==> src/rtl/range_image_reader.sv <==
`timescale 1ns/1ps
`default_nettype none
// ============================================================================
//  Module   : range_image_reader
//  Purpose  : Scans the range-image BRAM in row-major order after a start
//             pulse and streams every pixel as (x, y, range) on a valid/ready
//             interface with end-of-row / end-of-frame markers. Optionally
//             writes 0 back to each location once it has been read.
//  Ports    : i_clk, i_rst (sync, active high)
//             i_start, i_clear_en      - frame control
//             o_busy, o_done           - frame status
//             o_rd_bram, o_rAddress,
//             i_rdata                  - BRAM read port (RD_LAT latency)
//             o_wr_bram, o_wAddress,
//             o_wdata                  - BRAM clear write port
//             o_valid, i_ready, o_x, o_y, o_r, o_eol, o_eof - pixel stream
//  Revision : 1.0 - initial release
// ============================================================================
module range_image_reader #(
  parameter int IMG_W     = 2048,
  parameter int IMG_H     = 128,
  parameter int RD_LAT    = 2,
  parameter int BUF_DEPTH = 4
) (
  input  logic        i_clk,
  input  logic        i_rst,
  input  logic        i_start,
  input  logic        i_clear_en,
  output logic        o_busy,
  output logic        o_done,
  output logic        o_rd_bram,
  output logic [18:0] o_rAddress,
  input  logic [15:0] i_rdata,
  output logic        o_wr_bram,
  output logic [18:0] o_wAddress,
  output logic [15:0] o_wdata,
  output logic        o_valid,
  input  logic        i_ready,
  output logic [15:0] o_x,
  output logic [7:0]  o_y,
  output logic [15:0] o_r,
  output logic        o_eol,
  output logic        o_eof
);

  localparam int PW = $clog2(BUF_DEPTH);
  localparam int CW = PW + 1;

  typedef enum logic [1:0] {
    ST_IDLE  = 2'd0,
    ST_SCAN  = 2'd1,
    ST_DRAIN = 2'd2
  } state_t;

  state_t      state_q, state_d;
  logic        busy_q;
  logic        clr_q, clr_d;
  logic [15:0] x_q, x_d;
  logic [7:0]  y_q, y_d;
  logic [18:0] base_q, base_d;   // running y*IMG_W

  logic        w_issue, w_last_col, w_last_pix, w_push, w_pop;
  logic [18:0] w_raddr;
  logic [7:0]  w_inflight;

  // Tag pipeline travelling alongside each outstanding read
  logic [RD_LAT-1:0]        tv_q, teol_q, teof_q;
  logic [RD_LAT-1:0][15:0]  tx_q;
  logic [RD_LAT-1:0][7:0]   ty_q;
  logic [RD_LAT-1:0][18:0]  tad_q;

  // Output buffer (circular)
  logic [BUF_DEPTH-1:0][15:0] bx_q, br_q;
  logic [BUF_DEPTH-1:0][7:0]  by_q;
  logic [BUF_DEPTH-1:0]       beol_q, beof_q;
  logic [PW-1:0]              wp_q, rp_q;
  logic [CW-1:0]              cnt_q;

  always_comb begin
    w_inflight = '0;
    for (int i = 0; i < RD_LAT; i++) begin
      w_inflight = w_inflight + 8'(tv_q[i]);
    end
  end

  // Credit check: a read is only issued when a buffer slot is guaranteed for
  // it, counting reads still in the BRAM pipe as already occupying a slot.
  assign w_issue    = (state_q == ST_SCAN) && ((w_inflight + 8'(cnt_q)) < 8'(BUF_DEPTH));
  assign w_last_col = (x_q == 16'(IMG_W - 1));
  assign w_last_pix = w_last_col && (y_q == 8'(IMG_H - 1));
  assign w_raddr    = base_q + 19'(x_q);
  assign w_push     = tv_q[RD_LAT-1];
  assign w_pop      = o_valid && i_ready;

  always_comb begin
    state_d = state_q;
    x_d     = x_q;
    y_d     = y_q;
    base_d  = base_q;
    clr_d   = clr_q;
    case (state_q)
      ST_IDLE: begin
        if (i_start) begin
          state_d = ST_SCAN;
          x_d     = '0;
          y_d     = '0;
          base_d  = '0;
          clr_d   = i_clear_en;
        end
      end
      ST_SCAN: begin
        if (w_issue) begin
          if (w_last_col) begin
            x_d    = '0;
            y_d    = y_q + 8'd1;
            base_d = base_q + 19'(IMG_W);
          end else begin
            x_d = x_q + 16'd1;
          end
          if (w_last_pix) begin
            state_d = ST_DRAIN;
          end
        end
      end
      ST_DRAIN: begin
        if (w_pop && o_eof) begin
          state_d = ST_IDLE;
        end
      end
      default: state_d = ST_IDLE;
    endcase
  end

  always_ff @(posedge i_clk) begin
    if (i_rst) begin
      state_q <= ST_IDLE;
      busy_q  <= 1'b0;
      clr_q   <= 1'b0;
      x_q     <= '0;
      y_q     <= '0;
      base_q  <= '0;
    end else begin
      state_q <= state_d;
      busy_q  <= (state_d != ST_IDLE);
      clr_q   <= clr_d;
      x_q     <= x_d;
      y_q     <= y_d;
      base_q  <= base_d;
    end
  end

  always_ff @(posedge i_clk) begin
    if (i_rst) begin
      tv_q   <= '0;
      teol_q <= '0;
      teof_q <= '0;
      tx_q   <= '0;
      ty_q   <= '0;
      tad_q  <= '0;
      bx_q   <= '0;
      by_q   <= '0;
      br_q   <= '0;
      beol_q <= '0;
      beof_q <= '0;
      wp_q   <= '0;
      rp_q   <= '0;
      cnt_q  <= '0;
    end else begin
      tv_q[0]   <= w_issue;
      teol_q[0] <= w_last_col;
      teof_q[0] <= w_last_pix;
      tx_q[0]   <= x_q;
      ty_q[0]   <= y_q;
      tad_q[0]  <= w_raddr;
      for (int i = 1; i < RD_LAT; i++) begin
        tv_q[i]   <= tv_q[i-1];
        teol_q[i] <= teol_q[i-1];
        teof_q[i] <= teof_q[i-1];
        tx_q[i]   <= tx_q[i-1];
        ty_q[i]   <= ty_q[i-1];
        tad_q[i]  <= tad_q[i-1];
      end
      // Writing wp_q while full is only possible with a same-cycle pop, in
      // which case the slot being overwritten is the head leaving this cycle.
      if (w_push) begin
        bx_q[wp_q]   <= tx_q[RD_LAT-1];
        by_q[wp_q]   <= ty_q[RD_LAT-1];
        br_q[wp_q]   <= i_rdata;
        beol_q[wp_q] <= teol_q[RD_LAT-1];
        beof_q[wp_q] <= teof_q[RD_LAT-1];
        wp_q         <= wp_q + PW'(1);
      end
      if (w_pop) begin
        rp_q <= rp_q + PW'(1);
      end
      cnt_q <= cnt_q + CW'(w_push) - CW'(w_pop);
    end
  end

  assign o_busy     = busy_q;
  assign o_done     = w_pop && o_eof && (state_q == ST_DRAIN);
  assign o_rd_bram  = w_issue;
  assign o_rAddress = w_raddr;
  // Clear write lands with the push, i.e. strictly after the read returned.
  assign o_wr_bram  = w_push && clr_q;
  assign o_wAddress = tad_q[RD_LAT-1];
  assign o_wdata    = '0;
  assign o_valid    = (cnt_q != '0);
  assign o_x        = bx_q[rp_q];
  assign o_y        = by_q[rp_q];
  assign o_r        = br_q[rp_q];
  assign o_eol      = beol_q[rp_q];
  assign o_eof      = beof_q[rp_q];

endmodule
`default_nettype wire

==> config.mk <==
export PLATFORM = sky130hd
export DESIGN_NAME = range_image_reader
export DESIGN_NICKNAME = d
export VERILOG_FILES = /design/src/rtl/range_image_reader.sv
export SDC_FILE = /design/constraint.sdc
export NUM_CORES = 1
export LEC_CHECK = 0
export CORE_ASPECT_RATIO = 1.25
export CORE_MARGIN = 2
export CORE_UTILIZATION = 39
export CTS_BUF_LIST = sky130_fd_sc_hd__clkbuf_4 sky130_fd_sc_hd__clkbuf_8
export DETAILED_ROUTE_END_ITERATION = 16
export HOLD_SLACK_MARGIN = 0.15
export SLEW_MARGIN = 20
export SYNTH_ARGS = -nofsm -noshare
export SYNTH_HDL_FRONTEND = slang
export SYNTH_SLANG_ARGS = --single-unit
==> constraint.sdc <==
create_clock -name i_clk -period 2.1 [get_ports i_clk]
set_input_delay 0.315 -clock i_clk [delete_from_list [all_inputs] [get_ports i_clk]]
set_output_delay 0.315 -clock i_clk [all_outputs]
set_load 0.1 [all_outputs]
Word-level counts from Yosys, hierarchy flattened:

Cells that the tools add are included.

* flip-flop bits (word level): 314
* bits in latches: 0
* RAM bits: 0
* memory bits (read-only): 0
* bits of input ports: 21
* output and inout port bits: 101
* word-level logic and storage cells: 105
* memories: 0

* $add $sub $neg: 10
* $mul: 0
* divide/modulo/power cells: 0
* $lt $le $gt $ge: 4
* equal/unequal tests: 7
* shift operators: 0
* mux-type cells: 38
* bitwise operators: 0
* reductions and logical operators: 14

Operators by type and width (count)
* $bwmux 64: 2
* $mux 16: 6
* $bmux 16 s2: 2
* $mux 19: 3
* $mux 8: 5
* $pmux 19 s2: 1
* $bwmux 32: 1
* $demux 16 s2: 1
* $pmux 16 s2: 1
* $add 19x12->19 const B: 1
* $add 19x16->19: 1
* $add 16x1->16 const B: 1
* $bmux 8 s2: 1
* $demux 8 s2: 1
* $eq 16x11->1 const B: 1
* $pmux 8 s2: 1
* $add 8x1->8 const B: 1
* $bwmux 4: 2
* $eq 8x7->1 const B: 1
* $mux 2: 4
* $logic_and 1x1->1: 7
* $lt 2x3->1 const B: 2
* $ne 2x2->1 const B: 3
* $pmux 2 s3: 1
* other kinds (18): 23

Longest topological paths before layout:

* depth after elaboration: 7
* gate-level depth with buffers: 10
* mapped depth without buffers: 9

Least setup slack after synthesis:

No wires, ideal clock.

* path type: reg2out
* start: reg cnt_q[1]
* end: out o_done
* arrival: 3.833 ns
* required time: 1.785 ns
* path slack: -2.048 ns
* cell stages (with the launch flop): 6
* path through: dfxtp_1 or3_1 and2_0 clkbuf_1 nand2_1 nor3b_1

* longest elaborated chain between the ends: 4

Ends and longest elaborated chain
* start: declaration: line 77 `logic [CW-1:0] cnt_q;`
* start signal: assignment: line 196 `cnt_q <= cnt_q + CW'(w_push) - CW'(w_pop);`
* $reduce_bool 3->1: line 208 `assign o_valid = (cnt_q != '0);`
* via o_valid: line 37 `output logic o_valid,`
* $logic_and 1x1->1: line 93 `assign w_pop = o_valid && i_ready;`
* via w_pop: line 62 `logic w_issue, w_last_col, w_last_pix, w_push, w_pop;`
* $logic_and 1x1->1 (2 in series): line 201 `assign o_done = w_pop && o_eof && (state_q == ST_DRAIN);`
* end: declaration: line 30 `output logic o_done,`

The timed path passes the listed nets, and every way through them passes these cells.

Worst setup path after layout:

* start: reg x_q[13]
* end: out o_rAddress[16]

* longest elaborated chain between the ends: 1

Ends and longest elaborated chain
* start: declaration: line 58 `logic [15:0] x_q, x_d;`
* start signal: assignment: line 139 `x_q <= '0;`
* start signal: assignment: line 146 `x_q <= x_d;`
* $add 19x16->19: line 91 `assign w_raddr = base_q + 19'(x_q);`
* end: declaration: line 32 `output logic [18:0] o_rAddress,`

No other way between the ends.

==> impl_results.md <==
* Die ar. at ~0.032 sq mm
* Critical Path RT at 1780 ps
* Leakage at 5.89 nW
* Warnings, synthesis at 0
* CP arrival at roughly 2200 ps
* Status: complete, but fails checks
* Synth top area share at 0.507
* CP peak stage delay at about 350 ps
* Normalized max-slew margin at 0.278
* Overflow after GRT at 0
* Pre-CTS setup slack at -59.6 ps
* Family with the most delay on the worst path: compound AO/OA/AOI/OAI gates
* CTS tree: yes
* Vias in the first global route at 9416
* Worst Hold Class: in -> reg
* WL per Instance at 15.6 microns
* Bufs and invs on worst path at 2
* Leading area contributor after synthesis: dfxtp_1
* Area delta synth->final at 37.5%
* Mapped Area at 0.0119 sq mm
* Clock Sinks at 301
* CTS H-tree depth at 2
* Fin util at 0.544
* Global-route wire length before repair at 48100 microns
* Layout Nets at 1516
* Max Fclk at 402 MHz
* Worst path cell trace: ha_4 -> a211oi_2 -> nand3_2 -> o21ai_4 -> buf_6 -> xnor2_4 -> buf_12
* HPWL after detailed placement at 17200 microns
* Crit path max fanout at 3
* Fin Setup TNS at -11420 ps
* Post-Syn Instances at approximately 1300
* Core Area at 0.0300 sq mm
* DRC at 0
* Hold WS at between 300 and 400 ps
* DP Cell Count at 1772
* Async set or reset register ratio after synthesis at 0
* Fin crit period at 2490 ps
* Setup ws final at -385 ps
* Row count at 71
* Total I/O pin count at ~120
* Crit. End Element: output port
* Cts bufs inserted at 49
* VDD IR max at 0.00122 V
* Die Span Y at about 200 microns
* Pre-antenna DRT Iters at 5
* Layout cells sized above 1 at 0.284
* CTS clk-pin slew, worst paths at 60 ps
* Largest net degree at the start of global routing at 141
* Critical path class: reg -> out
* Number of antenna violations at the first check in global routing at 0
* Die W at 160 microns
* Max_cap viols at 0
* CTS Buffer Depth at 3
* Routability congestion estimate at a little under 0.8
* Final Hold Fails at 0
* Failing checks: setup timing
* Final setup viols at 78
* Synth unique cells at 52
* EDFF count, synth at 0
* Vias per Instance at between 4 and 5
* Final wirelength at 30000 microns
* Ant. Diodes at 0
* Total number of vias at 9436
* Post-Route Skew at 28.5 ps
* Final count of pins violating max slew at 0
* IO buf count at between 100 and 150
* Top post-synthesis cells by area: dfxtp_1, nand2_1, mux4_2, a21oi_1, nor2b_1
* DRT iter0 DRCs at between 600 and 700
* Post-Syn Area per Cell at 9.05 sq um
* CP max-delay cell: dfxtp_4
* Register area share after synthesis at 0.507
* Antenna viol nets, final at 0
* Clk root buf: clkbuf_8
* Power Dens Cells at ~840 mW/mm^2
* CP Launch Type: flop
* Post-synthesis register bit count at ~300
* Crit share post-route at 1.18
* Least-Margin Pin Slew at 1080 ps
* Latest clock arrival within the worst-skew pair at about 580 ps
* RSZ-0062 raised after global routing: yes
* Layout Cells excl Fill at 1917
* Initial Util at 0.396
* Total GRT Usage at 0.187
* Main flop type after synthesis: dfxtp_1
==> cells in the final DEF (no fill, tap or decap), drive strengths merged, types with 11 or more instances in the layout <==
| cell type | Yosys | routed |
|---|---|---|
| mux4 | 42 | 42 |
| conb | 1 | 17 |
| ha | 17 | 17 |
| xnor2 | 22 | 22 |
| nor2b | 88 | 88 |
| nand2 | 364 | 364 |
| clkbuf | 80 | 79 |
| o21ai | 11 | 11 |
| dfxtp | 301 | 301 |
| clkdlybuf4s50 | 0 | 19 |
| nor2 | 32 | 32 |
| a21oi | 186 | 186 |
| nand3 | 14 | 14 |
| buf | 52 | 206 |
| inv | 10 | 12 |
==> per-stage QoR <==
stage | total power (W) | area (sq um)
2_1_floorplan | 0.00724 | 12200
3_3_place_gp | 0.00773 | 14300
3_5_place_dp | 0.00774 | 14300
4_1_cts | 0.0139 | 16200
5_1_grt | 0.0143 | 16300
6_report | 0.0137 | 16300
==> synth_stat cells (2+ instances only) <==
library cell and count:
o211ai_1 4, nor4_1 2, o31ai_1 4, clkbuf_1 79, and3_1 2, o21bai_1 3, buf_4 36, nand4_1 7
nand2_1 364, buf_2 5, o21ai_0 10, o22a_1 2, nor3_1 4, or4_1 6, a2111oi_0 3, xor2_1 10
xnor2_1 22, mux2_2 2, a22o_1 2, inv_1 10, nor3b_1 2, or3_1 6, and2_0 2, nor2_1 32
a211oi_1 5, ha_1 17, a21o_1 2, nand3b_1 2, nand2b_1 4, and4_1 2, buf_1 10, dfxtp_1 301
nand3_1 14, and2_1 7, mux4_2 42, nor2b_1 88, a21oi_1 186
==> layout make-up <==
class	instances	area (sq um)
Tap cell	401	502
Fill cell	2661	13700
Timing Repair Buffer	228	2920
Clock inverter	13	125
Sequential cell	301	6060
Clock buffer	77	953
Multi-Input combinational cell	887	5750
Inverter	10	40.0
==> where the power goes <==
| group | internal, W | leakage [nW] | switching (W) |
|---|---|---|---|
| Sequential | 0.00579 | 2.43 | 0.0000802 |
| Combinational | 0.00111 | 2.88 | 0.00128 |
| Clock | 0.00315 | 0.578 | 0.00233 |
==> kinds of logic after synthesis <==
family,count (synthesis),share of synthesized area
multiplexers,45,0.0823
flip-flops,301,0.507
XOR/XNOR,32,0.0236
AO/OA/AOI/OAI,227,0.104
other,1,0.000315
AND/OR/NAND/NOR,548,0.206
buffers and inverters,142,0.0575
adder cells (fa/ha/maj),18,0.0196
==> sequential cells by signal, summed over array words and instances, names as in the netlist, 3 cells and up <==
name        cells
cnt_q           3
ty_q           16
beol_q          4
base_q          8
o_wAddress     18
tad_q          18
beof_q          4
by_q           32
x_q            16
br_q           64
y_q             8
bx_q           64
tx_q           32
==> metal layers <==
metal / share of wire / up-vias / wire (microns) / global-route usage
met2: 0.52 / 246 / 15400 / 0.340
met3: 0.051 / 57 / 1520 / 0.0353
met1: 0.41 / 4482 / 12300 / 0.219
met4: 0.023 / 0 / 702 / 0.0691
li1: - / 4651 / - / -
met5: 0 / - / 0 / 0
==> worst min-delay path, cell delays in order <==
cell and delay (ps):
clkdlybuf4s50_1 410, nand2_1 70, a21oi_1 50
==> path summary, 6_finish.rpt <==
path                    from  slack, ps        endpoint  depth (start not counted)
setup / recovery     x_q[13]       -390  o_rAddress[16]                          7
hold / removal    i_clear_en        330           clr_q                          3
setup reg to reg     x_q[13]       -190          y_q[5]                          8
hold reg to reg      tx_q[6]        430        tx_q[22]                          1
==> repair_timing <==
item | CTS | global route
hold buffers | 1 | 0
resized for setup | 73 | 49
pin swaps | 33 | 38
endpoints found under the setup margin | 64 | 83
buffers inserted | 39 | 18
gates cloned | 7 | 1
hold endpoints to repair | 2 | 0
Note: power is estimated with default switching activity, not from simulation.
